$ cat src/rtl/decode_queue_stage_pkg.sv
// Shared types, field-extraction macros and decoded-op bit positions for the decode stage
// and every later stage that consumes the one-hot decode vector.
`define GET_OP(i)    i[31:26]
`define GET_RS(i)    i[25:21]
`define GET_RT(i)    i[20:16]
`define GET_FUNC(i)  i[5:0]
`define GET_IMM(i)   i[15:0]
`define GET_INDEX(i) i[25:0]

package decode_queue_stage_pkg;

    localparam int DECW = 100;

    localparam int DEC_SLL     = 0;
    localparam int DEC_SRL     = 1;
    localparam int DEC_SRA     = 2;
    localparam int DEC_SLLV    = 3;
    localparam int DEC_SRLV    = 4;
    localparam int DEC_SRAV    = 5;
    localparam int DEC_JR      = 6;
    localparam int DEC_JALR    = 7;
    localparam int DEC_SYSCALL = 8;
    localparam int DEC_BREAK   = 9;
    localparam int DEC_MFHI    = 10;
    localparam int DEC_MTHI    = 11;
    localparam int DEC_MFLO    = 12;
    localparam int DEC_MTLO    = 13;
    localparam int DEC_MULT    = 14;
    localparam int DEC_MULTU   = 15;
    localparam int DEC_DIV     = 16;
    localparam int DEC_DIVU    = 17;
    localparam int DEC_ADD     = 18;
    localparam int DEC_ADDU    = 19;
    localparam int DEC_SUB     = 20;
    localparam int DEC_SUBU    = 21;
    localparam int DEC_AND     = 22;
    localparam int DEC_OR      = 23;
    localparam int DEC_XOR     = 24;
    localparam int DEC_NOR     = 25;
    localparam int DEC_SLT     = 26;
    localparam int DEC_SLTU    = 27;
    localparam int DEC_BLTZ    = 28;
    localparam int DEC_BGEZ    = 29;
    localparam int DEC_BLTZAL  = 30;
    localparam int DEC_BGEZAL  = 31;
    localparam int DEC_J       = 32;
    localparam int DEC_JAL     = 33;
    localparam int DEC_BEQ     = 34;
    localparam int DEC_BNE     = 35;
    localparam int DEC_BLEZ    = 36;
    localparam int DEC_BGTZ    = 37;
    localparam int DEC_ADDI    = 38;
    localparam int DEC_ADDIU   = 39;
    localparam int DEC_SLTI    = 40;
    localparam int DEC_SLTIU   = 41;
    localparam int DEC_ANDI    = 42;
    localparam int DEC_ORI     = 43;
    localparam int DEC_XORI    = 44;
    localparam int DEC_LUI     = 45;
    localparam int DEC_MFC0    = 46;
    localparam int DEC_MTC0    = 47;
    localparam int DEC_ERET    = 48;
    localparam int DEC_LB      = 49;
    localparam int DEC_LH      = 50;
    localparam int DEC_LW      = 51;
    localparam int DEC_LBU     = 52;
    localparam int DEC_LHU     = 53;
    localparam int DEC_SB      = 54;
    localparam int DEC_SH      = 55;
    localparam int DEC_SW      = 56;
    localparam int DEC_INVALID = 99;

    // 70-bit queue entry as pushed by fetch
    typedef struct packed {
        logic [31:0] pc;
        logic [31:0] inst;
        logic        exc;
        logic [4:0]  exccode;
    } q_entry_t;

    typedef struct packed {
        logic [31:0]     pc;
        logic [31:0]     inst;
        logic [DECW-1:0] decoded;
        logic [31:0]     rdata1;
        logic [31:0]     rdata2;
        logic [31:0]     pc_j;
        logic [31:0]     pc_b;
        logic            exc;
        logic [4:0]      exccode;
    } slot_t;

endpackage

$ cat src/rtl/decode_queue_stage_if.sv
// Fetch, regfile, forwarding and execute-side signals of the decode queue stage.
interface decode_queue_stage_if
    import decode_queue_stage_pkg::*;
#(
    parameter int NFWD = 3
);
    logic              flush;
    logic              fetch_valid;
    logic              fetch_ready;
    logic [31:0]       fetch_pc;
    logic [31:0]       fetch_inst;
    logic              fetch_exc;
    logic [4:0]        fetch_exccode;
    logic [4:0]        rf_raddr1;
    logic [4:0]        rf_raddr2;
    logic [31:0]       rf_rdata1;
    logic [31:0]       rf_rdata2;
    logic [5*NFWD-1:0] fwd_addr;
    logic [32*NFWD-1:0] fwd_data;
    logic [NFWD-1:0]   fwd_ok;
    logic              ready_i;
    logic              valid_o;
    logic [31:0]       pc_o;
    logic [31:0]       inst_o;
    logic [DECW-1:0]   decoded_o;
    logic [31:0]       rdata1_o;
    logic [31:0]       rdata2_o;
    logic [31:0]       pc_j_o;
    logic [31:0]       pc_b_o;
    logic              exc_o;
    logic [4:0]        exccode_o;
    logic [31:0]       perfcnt_fwd_stall;
    logic [31:0]       perfcnt_q_full;

    modport slave (
        input  flush, fetch_valid, fetch_pc, fetch_inst, fetch_exc, fetch_exccode,
        input  rf_rdata1, rf_rdata2, fwd_addr, fwd_data, fwd_ok, ready_i,
        output fetch_ready, rf_raddr1, rf_raddr2, valid_o, pc_o, inst_o, decoded_o,
        output rdata1_o, rdata2_o, pc_j_o, pc_b_o, exc_o, exccode_o,
        output perfcnt_fwd_stall, perfcnt_q_full
    );

    modport master (
        output flush, fetch_valid, fetch_pc, fetch_inst, fetch_exc, fetch_exccode,
        output rf_rdata1, rf_rdata2, fwd_addr, fwd_data, fwd_ok, ready_i,
        input  fetch_ready, rf_raddr1, rf_raddr2, valid_o, pc_o, inst_o, decoded_o,
        input  rdata1_o, rdata2_o, pc_j_o, pc_b_o, exc_o, exccode_o,
        input  perfcnt_fwd_stall, perfcnt_q_full
    );
endinterface

$ cat src/rtl/decode_queue_stage_inst_decoder.sv
// Combinational MIPS instruction decoder producing the one-hot op vector; anything not
// recognised sets DEC_INVALID.
module inst_decoder
    import decode_queue_stage_pkg::*;
(
    input  logic [31:0]     inst_i,
    output logic [DECW-1:0] decoded_o
);

    always_comb begin
        decoded_o = '0;
        case (`GET_OP(inst_i))
            6'h00: begin
                case (`GET_FUNC(inst_i))
                    6'h00: decoded_o[DEC_SLL]     = 1'b1;
                    6'h02: decoded_o[DEC_SRL]     = 1'b1;
                    6'h03: decoded_o[DEC_SRA]     = 1'b1;
                    6'h04: decoded_o[DEC_SLLV]    = 1'b1;
                    6'h06: decoded_o[DEC_SRLV]    = 1'b1;
                    6'h07: decoded_o[DEC_SRAV]    = 1'b1;
                    6'h08: decoded_o[DEC_JR]      = 1'b1;
                    6'h09: decoded_o[DEC_JALR]    = 1'b1;
                    6'h0C: decoded_o[DEC_SYSCALL] = 1'b1;
                    6'h0D: decoded_o[DEC_BREAK]   = 1'b1;
                    6'h10: decoded_o[DEC_MFHI]    = 1'b1;
                    6'h11: decoded_o[DEC_MTHI]    = 1'b1;
                    6'h12: decoded_o[DEC_MFLO]    = 1'b1;
                    6'h13: decoded_o[DEC_MTLO]    = 1'b1;
                    6'h18: decoded_o[DEC_MULT]    = 1'b1;
                    6'h19: decoded_o[DEC_MULTU]   = 1'b1;
                    6'h1A: decoded_o[DEC_DIV]     = 1'b1;
                    6'h1B: decoded_o[DEC_DIVU]    = 1'b1;
                    6'h20: decoded_o[DEC_ADD]     = 1'b1;
                    6'h21: decoded_o[DEC_ADDU]    = 1'b1;
                    6'h22: decoded_o[DEC_SUB]     = 1'b1;
                    6'h23: decoded_o[DEC_SUBU]    = 1'b1;
                    6'h24: decoded_o[DEC_AND]     = 1'b1;
                    6'h25: decoded_o[DEC_OR]      = 1'b1;
                    6'h26: decoded_o[DEC_XOR]     = 1'b1;
                    6'h27: decoded_o[DEC_NOR]     = 1'b1;
                    6'h2A: decoded_o[DEC_SLT]     = 1'b1;
                    6'h2B: decoded_o[DEC_SLTU]    = 1'b1;
                    default: decoded_o[DEC_INVALID] = 1'b1;
                endcase
            end
            6'h01: begin
                case (`GET_RT(inst_i))
                    5'h00: decoded_o[DEC_BLTZ]   = 1'b1;
                    5'h01: decoded_o[DEC_BGEZ]   = 1'b1;
                    5'h10: decoded_o[DEC_BLTZAL] = 1'b1;
                    5'h11: decoded_o[DEC_BGEZAL] = 1'b1;
                    default: decoded_o[DEC_INVALID] = 1'b1;
                endcase
            end
            6'h02: decoded_o[DEC_J]     = 1'b1;
            6'h03: decoded_o[DEC_JAL]   = 1'b1;
            6'h04: decoded_o[DEC_BEQ]   = 1'b1;
            6'h05: decoded_o[DEC_BNE]   = 1'b1;
            6'h06: decoded_o[DEC_BLEZ]  = 1'b1;
            6'h07: decoded_o[DEC_BGTZ]  = 1'b1;
            6'h08: decoded_o[DEC_ADDI]  = 1'b1;
            6'h09: decoded_o[DEC_ADDIU] = 1'b1;
            6'h0A: decoded_o[DEC_SLTI]  = 1'b1;
            6'h0B: decoded_o[DEC_SLTIU] = 1'b1;
            6'h0C: decoded_o[DEC_ANDI]  = 1'b1;
            6'h0D: decoded_o[DEC_ORI]   = 1'b1;
            6'h0E: decoded_o[DEC_XORI]  = 1'b1;
            6'h0F: decoded_o[DEC_LUI]   = 1'b1;
            6'h10: begin
                // COP0 sub-op lives in the rs field; ERET is the only CO-format op handled
                case (`GET_RS(inst_i))
                    5'h00: decoded_o[DEC_MFC0] = 1'b1;
                    5'h04: decoded_o[DEC_MTC0] = 1'b1;
                    5'h10: begin
                        if (`GET_FUNC(inst_i) == 6'h18) decoded_o[DEC_ERET]    = 1'b1;
                        else                            decoded_o[DEC_INVALID] = 1'b1;
                    end
                    default: decoded_o[DEC_INVALID] = 1'b1;
                endcase
            end
            6'h20: decoded_o[DEC_LB]  = 1'b1;
            6'h21: decoded_o[DEC_LH]  = 1'b1;
            6'h23: decoded_o[DEC_LW]  = 1'b1;
            6'h24: decoded_o[DEC_LBU] = 1'b1;
            6'h25: decoded_o[DEC_LHU] = 1'b1;
            6'h28: decoded_o[DEC_SB]  = 1'b1;
            6'h29: decoded_o[DEC_SH]  = 1'b1;
            6'h2B: decoded_o[DEC_SW]  = 1'b1;
            default: decoded_o[DEC_INVALID] = 1'b1;
        endcase
    end

endmodule

$ cat src/rtl/decode_queue_stage.sv
// Decode stage: fetch-side instruction queue, regfile read with priority forwarding,
// and a registered output slot feeding execute.
module decode_queue_stage
    import decode_queue_stage_pkg::*;
#(
    parameter int QDEPTH = 4,
    parameter int NFWD   = 3
) (
    input  logic                clk,
    input  logic                reset,
    decode_queue_stage_if.slave io
);

    localparam int PW = $clog2(QDEPTH);
    localparam logic [PW:0] FULL = (PW+1)'(QDEPTH);

    q_entry_t        mem_q [QDEPTH];
    logic [PW-1:0]   head_q, head_d, tail_q, tail_d;
    logic [PW:0]     count_q, count_d;
    slot_t           slot_q, slot_d;
    logic            valid_q, valid_d;
    logic [31:0]     stall_cnt_q, stall_cnt_d;
    logic [31:0]     full_cnt_q, full_cnt_d;

    q_entry_t        head_e, push_e;
    logic            nonempty, push, issue, slot_free, fwd_stall;
    logic            stall1, stall2;
    logic [4:0]      raddr1, raddr2;
    logic [31:0]     fdata1, fdata2, pc4;
    logic [NFWD-1:0] hit1, hit2;
    logic [DECW-1:0] dec;

    assign head_e    = mem_q[head_q];
    assign nonempty  = count_q != '0;
    assign slot_free = !valid_q || io.ready_i;
    assign push      = io.fetch_valid && io.fetch_ready;
    assign push_e    = '{pc: io.fetch_pc, inst: io.fetch_inst, exc: io.fetch_exc,
                         exccode: io.fetch_exccode};

    // Register addresses are forced to 0 on an empty queue so stale RAM never triggers a forward hit
    assign raddr1 = nonempty ? `GET_RS(head_e.inst) : 5'd0;
    assign raddr2 = nonempty ? `GET_RT(head_e.inst) : 5'd0;

    for (genvar k = 0; k < NFWD; k++) begin : g_hit
        assign hit1[k] = (io.fwd_addr[k*5 +: 5] != 5'd0) && (io.fwd_addr[k*5 +: 5] == raddr1);
        assign hit2[k] = (io.fwd_addr[k*5 +: 5] != 5'd0) && (io.fwd_addr[k*5 +: 5] == raddr2);
    end

    // Scan oldest to youngest so the lowest hitting index wins
    always_comb begin
        fdata1 = io.rf_rdata1;
        fdata2 = io.rf_rdata2;
        stall1 = 1'b0;
        stall2 = 1'b0;
        for (int k = NFWD - 1; k >= 0; k--) begin
            if (hit1[k]) begin
                fdata1 = io.fwd_data[k*32 +: 32];
                stall1 = !io.fwd_ok[k];
            end
            if (hit2[k]) begin
                fdata2 = io.fwd_data[k*32 +: 32];
                stall2 = !io.fwd_ok[k];
            end
        end
    end

    assign fwd_stall = stall1 || stall2;
    assign issue     = nonempty && slot_free && (!fwd_stall || head_e.exc);
    assign pc4       = head_e.pc + 32'd4;

    inst_decoder u_dec (
        .inst_i    (head_e.inst),
        .decoded_o (dec)
    );

    always_comb begin
        head_d      = head_q;
        tail_d      = tail_q;
        count_d     = count_q;
        valid_d     = valid_q;
        slot_d      = slot_q;
        stall_cnt_d = stall_cnt_q;
        full_cnt_d  = full_cnt_q;

        if (nonempty && slot_free && fwd_stall && !head_e.exc) stall_cnt_d = stall_cnt_q + 32'd1;
        if (io.fetch_valid && !io.fetch_ready)                 full_cnt_d  = full_cnt_q + 32'd1;

        if (io.flush) begin
            head_d  = '0;
            tail_d  = '0;
            count_d = '0;
            valid_d = 1'b0;
        end else begin
            if (push)  tail_d = tail_q + 1'b1;
            if (issue) head_d = head_q + 1'b1;
            case ({push, issue})
                2'b10:   count_d = count_q + 1'b1;
                2'b01:   count_d = count_q - 1'b1;
                default: count_d = count_q;
            endcase
            if (issue) begin
                valid_d        = 1'b1;
                slot_d.pc      = head_e.pc;
                slot_d.inst    = head_e.inst;
                slot_d.decoded = dec;
                slot_d.rdata1  = fdata1;
                slot_d.rdata2  = fdata2;
                slot_d.pc_j    = {pc4[31:28], `GET_INDEX(head_e.inst), 2'b00};
                slot_d.pc_b    = pc4 + {{14{head_e.inst[15]}}, `GET_IMM(head_e.inst), 2'b00};
                slot_d.exc     = head_e.exc;
                slot_d.exccode = head_e.exccode;
            end else if (io.ready_i) begin
                valid_d = 1'b0;
            end
        end
    end

    always_ff @(posedge clk) begin
        if (reset) begin
            head_q      <= '0;
            tail_q      <= '0;
            count_q     <= '0;
            valid_q     <= 1'b0;
            slot_q      <= '0;
            stall_cnt_q <= '0;
            full_cnt_q  <= '0;
        end else begin
            head_q      <= head_d;
            tail_q      <= tail_d;
            count_q     <= count_d;
            valid_q     <= valid_d;
            slot_q      <= slot_d;
            stall_cnt_q <= stall_cnt_d;
            full_cnt_q  <= full_cnt_d;
        end
    end

    always_ff @(posedge clk) begin
        if (!reset && !io.flush && push) mem_q[tail_q] <= push_e;
    end

    assign io.fetch_ready       = count_q != FULL;
    assign io.rf_raddr1         = raddr1;
    assign io.rf_raddr2         = raddr2;
    assign io.valid_o           = valid_q;
    assign io.pc_o              = slot_q.pc;
    assign io.inst_o            = slot_q.inst;
    assign io.decoded_o         = slot_q.decoded;
    assign io.rdata1_o          = slot_q.rdata1;
    assign io.rdata2_o          = slot_q.rdata2;
    assign io.pc_j_o            = slot_q.pc_j;
    assign io.pc_b_o            = slot_q.pc_b;
    assign io.exc_o             = slot_q.exc;
    assign io.exccode_o         = slot_q.exccode;
    assign io.perfcnt_fwd_stall = stall_cnt_q;
    assign io.perfcnt_q_full    = full_cnt_q;

endmodule
$ cat src/flat_wrapper.sv
// flat-port wrapper written by rule: the top's interface ports become plain ports
module decode_queue_stage_flat import decode_queue_stage_pkg::*;
#(
    parameter int QDEPTH = 4,
    parameter int NFWD   = 3
)
  (clk, reset, io_flush, io_fetch_valid, io_fetch_pc, io_fetch_inst, io_fetch_exc, io_fetch_exccode, io_rf_rdata1, io_rf_rdata2, io_fwd_addr, io_fwd_data, io_fwd_ok, io_ready_i, io_fetch_ready, io_rf_raddr1, io_rf_raddr2, io_valid_o, io_pc_o, io_inst_o, io_decoded_o, io_rdata1_o, io_rdata2_o, io_pc_j_o, io_pc_b_o, io_exc_o, io_exccode_o, io_perfcnt_fwd_stall, io_perfcnt_q_full);
  decode_queue_stage_if #(.NFWD(NFWD)) io_i ();
  input  logic clk;
  input  logic reset;
  input wire logic [$bits(io_i.flush)-1:0] io_flush;
  input wire logic [$bits(io_i.fetch_valid)-1:0] io_fetch_valid;
  input wire logic [$bits(io_i.fetch_pc)-1:0] io_fetch_pc;
  input wire logic [$bits(io_i.fetch_inst)-1:0] io_fetch_inst;
  input wire logic [$bits(io_i.fetch_exc)-1:0] io_fetch_exc;
  input wire logic [$bits(io_i.fetch_exccode)-1:0] io_fetch_exccode;
  input wire logic [$bits(io_i.rf_rdata1)-1:0] io_rf_rdata1;
  input wire logic [$bits(io_i.rf_rdata2)-1:0] io_rf_rdata2;
  input wire logic [$bits(io_i.fwd_addr)-1:0] io_fwd_addr;
  input wire logic [$bits(io_i.fwd_data)-1:0] io_fwd_data;
  input wire logic [$bits(io_i.fwd_ok)-1:0] io_fwd_ok;
  input wire logic [$bits(io_i.ready_i)-1:0] io_ready_i;
  output wire logic [$bits(io_i.fetch_ready)-1:0] io_fetch_ready;
  output wire logic [$bits(io_i.rf_raddr1)-1:0] io_rf_raddr1;
  output wire logic [$bits(io_i.rf_raddr2)-1:0] io_rf_raddr2;
  output wire logic [$bits(io_i.valid_o)-1:0] io_valid_o;
  output wire logic [$bits(io_i.pc_o)-1:0] io_pc_o;
  output wire logic [$bits(io_i.inst_o)-1:0] io_inst_o;
  output wire logic [$bits(io_i.decoded_o)-1:0] io_decoded_o;
  output wire logic [$bits(io_i.rdata1_o)-1:0] io_rdata1_o;
  output wire logic [$bits(io_i.rdata2_o)-1:0] io_rdata2_o;
  output wire logic [$bits(io_i.pc_j_o)-1:0] io_pc_j_o;
  output wire logic [$bits(io_i.pc_b_o)-1:0] io_pc_b_o;
  output wire logic [$bits(io_i.exc_o)-1:0] io_exc_o;
  output wire logic [$bits(io_i.exccode_o)-1:0] io_exccode_o;
  output wire logic [$bits(io_i.perfcnt_fwd_stall)-1:0] io_perfcnt_fwd_stall;
  output wire logic [$bits(io_i.perfcnt_q_full)-1:0] io_perfcnt_q_full;
  assign io_i.flush = io_flush;
  assign io_i.fetch_valid = io_fetch_valid;
  assign io_i.fetch_pc = io_fetch_pc;
  assign io_i.fetch_inst = io_fetch_inst;
  assign io_i.fetch_exc = io_fetch_exc;
  assign io_i.fetch_exccode = io_fetch_exccode;
  assign io_i.rf_rdata1 = io_rf_rdata1;
  assign io_i.rf_rdata2 = io_rf_rdata2;
  assign io_i.fwd_addr = io_fwd_addr;
  assign io_i.fwd_data = io_fwd_data;
  assign io_i.fwd_ok = io_fwd_ok;
  assign io_i.ready_i = io_ready_i;
  assign io_fetch_ready = io_i.fetch_ready;
  assign io_rf_raddr1 = io_i.rf_raddr1;
  assign io_rf_raddr2 = io_i.rf_raddr2;
  assign io_valid_o = io_i.valid_o;
  assign io_pc_o = io_i.pc_o;
  assign io_inst_o = io_i.inst_o;
  assign io_decoded_o = io_i.decoded_o;
  assign io_rdata1_o = io_i.rdata1_o;
  assign io_rdata2_o = io_i.rdata2_o;
  assign io_pc_j_o = io_i.pc_j_o;
  assign io_pc_b_o = io_i.pc_b_o;
  assign io_exc_o = io_i.exc_o;
  assign io_exccode_o = io_i.exccode_o;
  assign io_perfcnt_fwd_stall = io_i.perfcnt_fwd_stall;
  assign io_perfcnt_q_full = io_i.perfcnt_q_full;
  decode_queue_stage #(.QDEPTH(QDEPTH), .NFWD(NFWD)) u_core (.clk(clk), .reset(reset), .io(io_i));
endmodule
$ cat config.mk
export PLATFORM = sky130hd
export DESIGN_NAME = decode_queue_stage_flat
export DESIGN_NICKNAME = d
export VERILOG_FILES = /design/src/rtl/decode_queue_stage_pkg.sv /design/src/rtl/decode_queue_stage_if.sv /design/src/rtl/decode_queue_stage_inst_decoder.sv /design/src/rtl/decode_queue_stage.sv /design/src/flat_wrapper.sv
export SDC_FILE = /design/constraint.sdc
export NUM_CORES = 1
export LEC_CHECK = 0
export BUFFER_PORTS_ARGS = -buffer_cell sky130_fd_sc_hd__buf_2
export CORE_AREA = 8 8 237 239
export DETAILED_ROUTE_END_ITERATION = 12
export DIE_AREA = 0 0 245 247
export PLACE_DENSITY_LB_ADDON = 0.25
export SLEW_MARGIN = 0
export SYNTH_ARGS = -nofsm -noshare
export SYNTH_HDL_FRONTEND = slang
export SYNTH_SLANG_ARGS = --single-unit
$ cat constraint.sdc
create_clock -name clk -period 12.2 [get_ports clk]
set_input_delay 1.83 -clock clk [delete_from_list [all_inputs] [get_ports clk]]
set_output_delay 1.83 -clock clk [all_outputs]
set_load 0.01 [all_outputs]
==> impl_metrics.yaml <==
layout:
  post_route_cells_drive_above_1_share_pct: 27.2
  syn_to_final_growth_pct: 18.7
  final_cell_count_no_fill: 3722
  num-fill-cells: 4261
  design.final.nets: 3260
setup_path:
  critical_path_peak_fanout: 86
  cp_slowest_cell: "sky130_fd_sc_hd__buf_4"
  cpMostUsedCell: "sky130_fd_sc_hd__buf_4"
  crit_path_end_kind: "register"
  timing.setup.critical_path_class: "reg -> reg"
  slowest_delay_ns: 0.95
  path_buf_inv: 5
  critPathLaunchType: "register"
  crit_path_cell_trace: "buf_4, mux4_2, a22o_1, a221o_1, a211o_1, buf_4, nand3_1, buf_4, a21oi_1, o41ai_4, buf_4, buf_4, mux2i_1, nor2_1"
  cp_data_required_time_ns: 12.70
  cp_top_family: "buffers and inverters"
  worst-endpoint-arrival_ns: 7.37
clock_network:
  cts.path.max_buffers: 3
  cts.repair_timing.setup_buffer_count: 0
  clkSinkCount: 580
  clock_latency_at_the_later_pin_of_the_worst_skew_pair_ns: 0.65
  cts_max_level: 2
  cts_made_buffers: 60
  cts_hold_buf: 0
  tritoncts: "yes"
  post_cts.resized_instances: 0
  ctsRootBufferMaster: "sky130_fd_sc_hd__clkbuf_16"
  clkTransAtPathRegs_ns: 0.06
yosys:
  synth_area_per_cell_um2: 11.0
  yosysUniqueCellTypes: 70
  yosys_most_used_dff: "sky130_fd_sc_hd__dfxtp_1"
  number_of_cells_produced_by_synthesis: 2476
  synth-warning-count: 0
  ys_seq_area_share_pct: 52.9
  netlist_area_mm2: 0.0272
  ys_seq_elements: 580
  asyncSetResetFlopFracSynth_pct: 0
  edff_count_synth: 280
placed_design:
  worst_slack_after_detailed_placement_ns: 5.22
  place_inst: 3594
  gp_routability_congestion: 0.973
  numPortBuffers: 582
  detailedPlacementHpwl_um: 68500
sta:
  rsz_0062_raised_after_global_routing: "no"
  post-route-period-util_pct: 56.2
  totalNegativeSetupSlack_ns: 0
  slew_headroom_pct: 27.8
  clock_skew_ns: 0.0439
  final_critical_path_setup_slack_ns: 5.34
  worstMarginPinSlew_ns: 1.08
  setup_violations: 0
  report.final.hold_viol_count: 0
  clock.fmax_mhz: 146
  timing.final.crit_period_ns: 6.86
  slew_viol_final: 0
power:
  irDropWorstVdd_mv: 0.137
  p_int_mw: 3.54
  pwr-share-comb_pct: 15.4
  total_power_mw: 4.85
  p_clk_share_pct: 40.0
  power.share.sequential_pct: 44.6
  leakagePower_nw: 12.9
  power.share.switching_pct: 27.0
  power_density_mw_per_mm2: 150
  power.net_switching_mw: 1.31
floorplan:
  floorplan.initialDensity_pct: 52.2
  floorplan.io_pins: 627
  die_w_um: 245
  die_h_um: 247
  std_cell_rows: 84
  core_area_mm2: 0.0522
  die_area_mm2: 0.0605
global_routing:
  first_global_vias: 21100
  grt.total_usage_pct: 29.2
  grt_most_used_layer: "met2"
  grt_first_pass_wirelength_um: 135000
  met3_usage_pct: 5.89
  globalRouteMet2Util_pct: 49.3
  grt.overflow.total: 0
  grt_max_degree: 118
  grt_antenna_before_repair: 17
  grtUsageMet1_pct: 36.4
routing:
  routed_wirelength_um: 93200
  ant_nets_after_route: 0
  dr.first_iter.drc_count: 1830
  remaining_drc_errors: 0
  drt_via_density: 5.83
  vias_post_dr: 21700
  average_wire_per_standard_cell_um: 25.0
  drt_pass_1_iters: 6
run_status:
  status: "complete, no violations"
hold_path:
  worstHoldPathType: "reg -> reg"
flow_run:
  maximum_capacitance_violations: 0
## per-stage QoR
step	area, um^2	hold slack (ns)	utilization [%]
2_1_floorplan	27400	0.469	-
3_3_place_gp	30200	0.443	57.8
3_5_place_dp	30200	0.448	57.8
4_1_cts	32300	0.456	61.8
5_1_grt	32300	0.469	61.9
6_report	32300	0.452	61.9
## synth_stat cells (15+ instances only)
master | n | area [um^2]
sky130_fd_sc_hd__ha_1 | 37 | 463
sky130_fd_sc_hd__nor2b_1 | 20 | 125
sky130_fd_sc_hd__xnor2_1 | 53 | 464
sky130_fd_sc_hd__a21o_1 | 15 | 113
sky130_fd_sc_hd__mux4_2 | 70 | 1580
sky130_fd_sc_hd__nand2_1 | 242 | 908
sky130_fd_sc_hd__dfxtp_1 | 300 | 6010
sky130_fd_sc_hd__and3_1 | 18 | 113
sky130_fd_sc_hd__edfxtp_1 | 280 | 8410
sky130_fd_sc_hd__inv_1 | 43 | 161
sky130_fd_sc_hd__nor2_1 | 219 | 822
sky130_fd_sc_hd__nand2b_1 | 43 | 269
sky130_fd_sc_hd__xor2_1 | 41 | 359
sky130_fd_sc_hd__o221ai_1 | 67 | 587
sky130_fd_sc_hd__a21oi_1 | 142 | 711
sky130_fd_sc_hd__clkbuf_1 | 96 | 360
sky130_fd_sc_hd__nand3_1 | 78 | 390
sky130_fd_sc_hd__buf_2 | 22 | 110
sky130_fd_sc_hd__buf_4 | 80 | 601
sky130_fd_sc_hd__and2_1 | 29 | 181
sky130_fd_sc_hd__nor3_1 | 40 | 200
sky130_fd_sc_hd__o21ai_0 | 126 | 631
sky130_fd_sc_hd__nand4_1 | 21 | 131
sky130_fd_sc_hd__mux2i_1 | 175 | 1750
## kinds of logic after synthesis
family	Yosys count	share of synthesized area, %
flops	580	52.9
simple gates	782	13.4
fa+ha+maj	39	1.85
buf+inv	263	5.20
other cells	1	0.0138
xor+xnor	94	3.02
mux	253	12.5
compound gates	464	11.0
## sequential cells by signal, indices dropped and copies added, names as in the netlist, named ones only
name	flops
u_core.io.exccode_o	5
u_core.io.pc_j_o	4
u_core.tail_q	2
u_core.io.perfcnt_fwd_stall	32
u_core.io.pc_b_o	32
u_core.io.inst_o	32
u_core.io.exc_o	1
u_core.count_q	3
u_core.io.pc_o	30
u_core.head_q	2
u_core.io.rdata2_o	32
u_core.io.rdata1_o	32
u_core.io.valid_o	1
u_core.io.decoded_o	58
u_core.mem_q	280
u_core.io.perfcnt_q_full	32
## cells in the final DEF, fill, tap and decap left out, types with 67 or more instances in the layout
cell type	count
sky130_fd_sc_hd__nand3_1	78
sky130_fd_sc_hd__o21ai_0	125
sky130_fd_sc_hd__edfxtp_1	280
sky130_fd_sc_hd__mux2i_1	175
sky130_fd_sc_hd__o221ai_1	67
sky130_fd_sc_hd__a21oi_1	142
sky130_fd_sc_hd__nor2_1	218
sky130_fd_sc_hd__buf_2	581
sky130_fd_sc_hd__mux4_2	70
sky130_fd_sc_hd__dfxtp_1	298
sky130_fd_sc_hd__nand2_1	240
## tightest hold or removal path, stage by stage (launching register included)
cell and delay (ns):
sky130_fd_sc_hd__dfxtp_1 0.30, sky130_fd_sc_hd__nand2_1 0.05, sky130_fd_sc_hd__o21ai_0 0.05
## area by class of cell
class | count | area [um^2] | area share (%)
antenna | 16 | 40.0 | 0.124
clock buffer | 83 | 1730 | 5.35
clock inverter | 29 | 392 | 1.21
inverter | 43 | 166 | 0.515
multi-input combinational | 1676 | 11600 | 35.9
sequential | 580 | 14400 | 44.6
tap | 688 | 861 | 2.66
timing repair buffer | 607 | 3110 | 9.61
## worst paths after layout
| kind | from | endpoint | slack [ns] | cells after the start |
|---|---|---|---|---|
| max | register | u_core.io.pc_o[22]$_SDFFE_PP0P_ | 5.34 | 14 |
| min reg2reg | u_core.io.decoded_o[32]$_SDFFE_PP0P_ | u_core.io.decoded_o[32]$_SDFFE_PP0P_ | 0.45 | 2 |
| max reg2reg | register | u_core.io.pc_o[22]$_SDFFE_PP0P_ | 5.34 | 14 |
| min | u_core.io.decoded_o[32]$_SDFFE_PP0P_ | u_core.io.decoded_o[32]$_SDFFE_PP0P_ | 0.45 | 2 |
## power groups by stage
stage / Sequential [mW] / Combinational, mW / Clock, mW
final: 2.16 / 0.745 / 1.94
after global routing: 2.17 / 0.805 / 2.04
after CTS: 2.16 / 0.742 / 1.97
after detailed placement: 2.20 / 0.738 / 0
after global placement: 2.20 / 0.725 / 0
after floorplan: 2.21 / 0.482 / 0
## layer usage
metal	vias up	wire (um)	part of all wire [%]
li1	9965	-	-
met5	-	27	0.029
met1	10700	36900	40
met2	925	45900	49
met4	4	3560	3.8
met3	155	6690	7.2
Power figures use the tool's default switching activity.
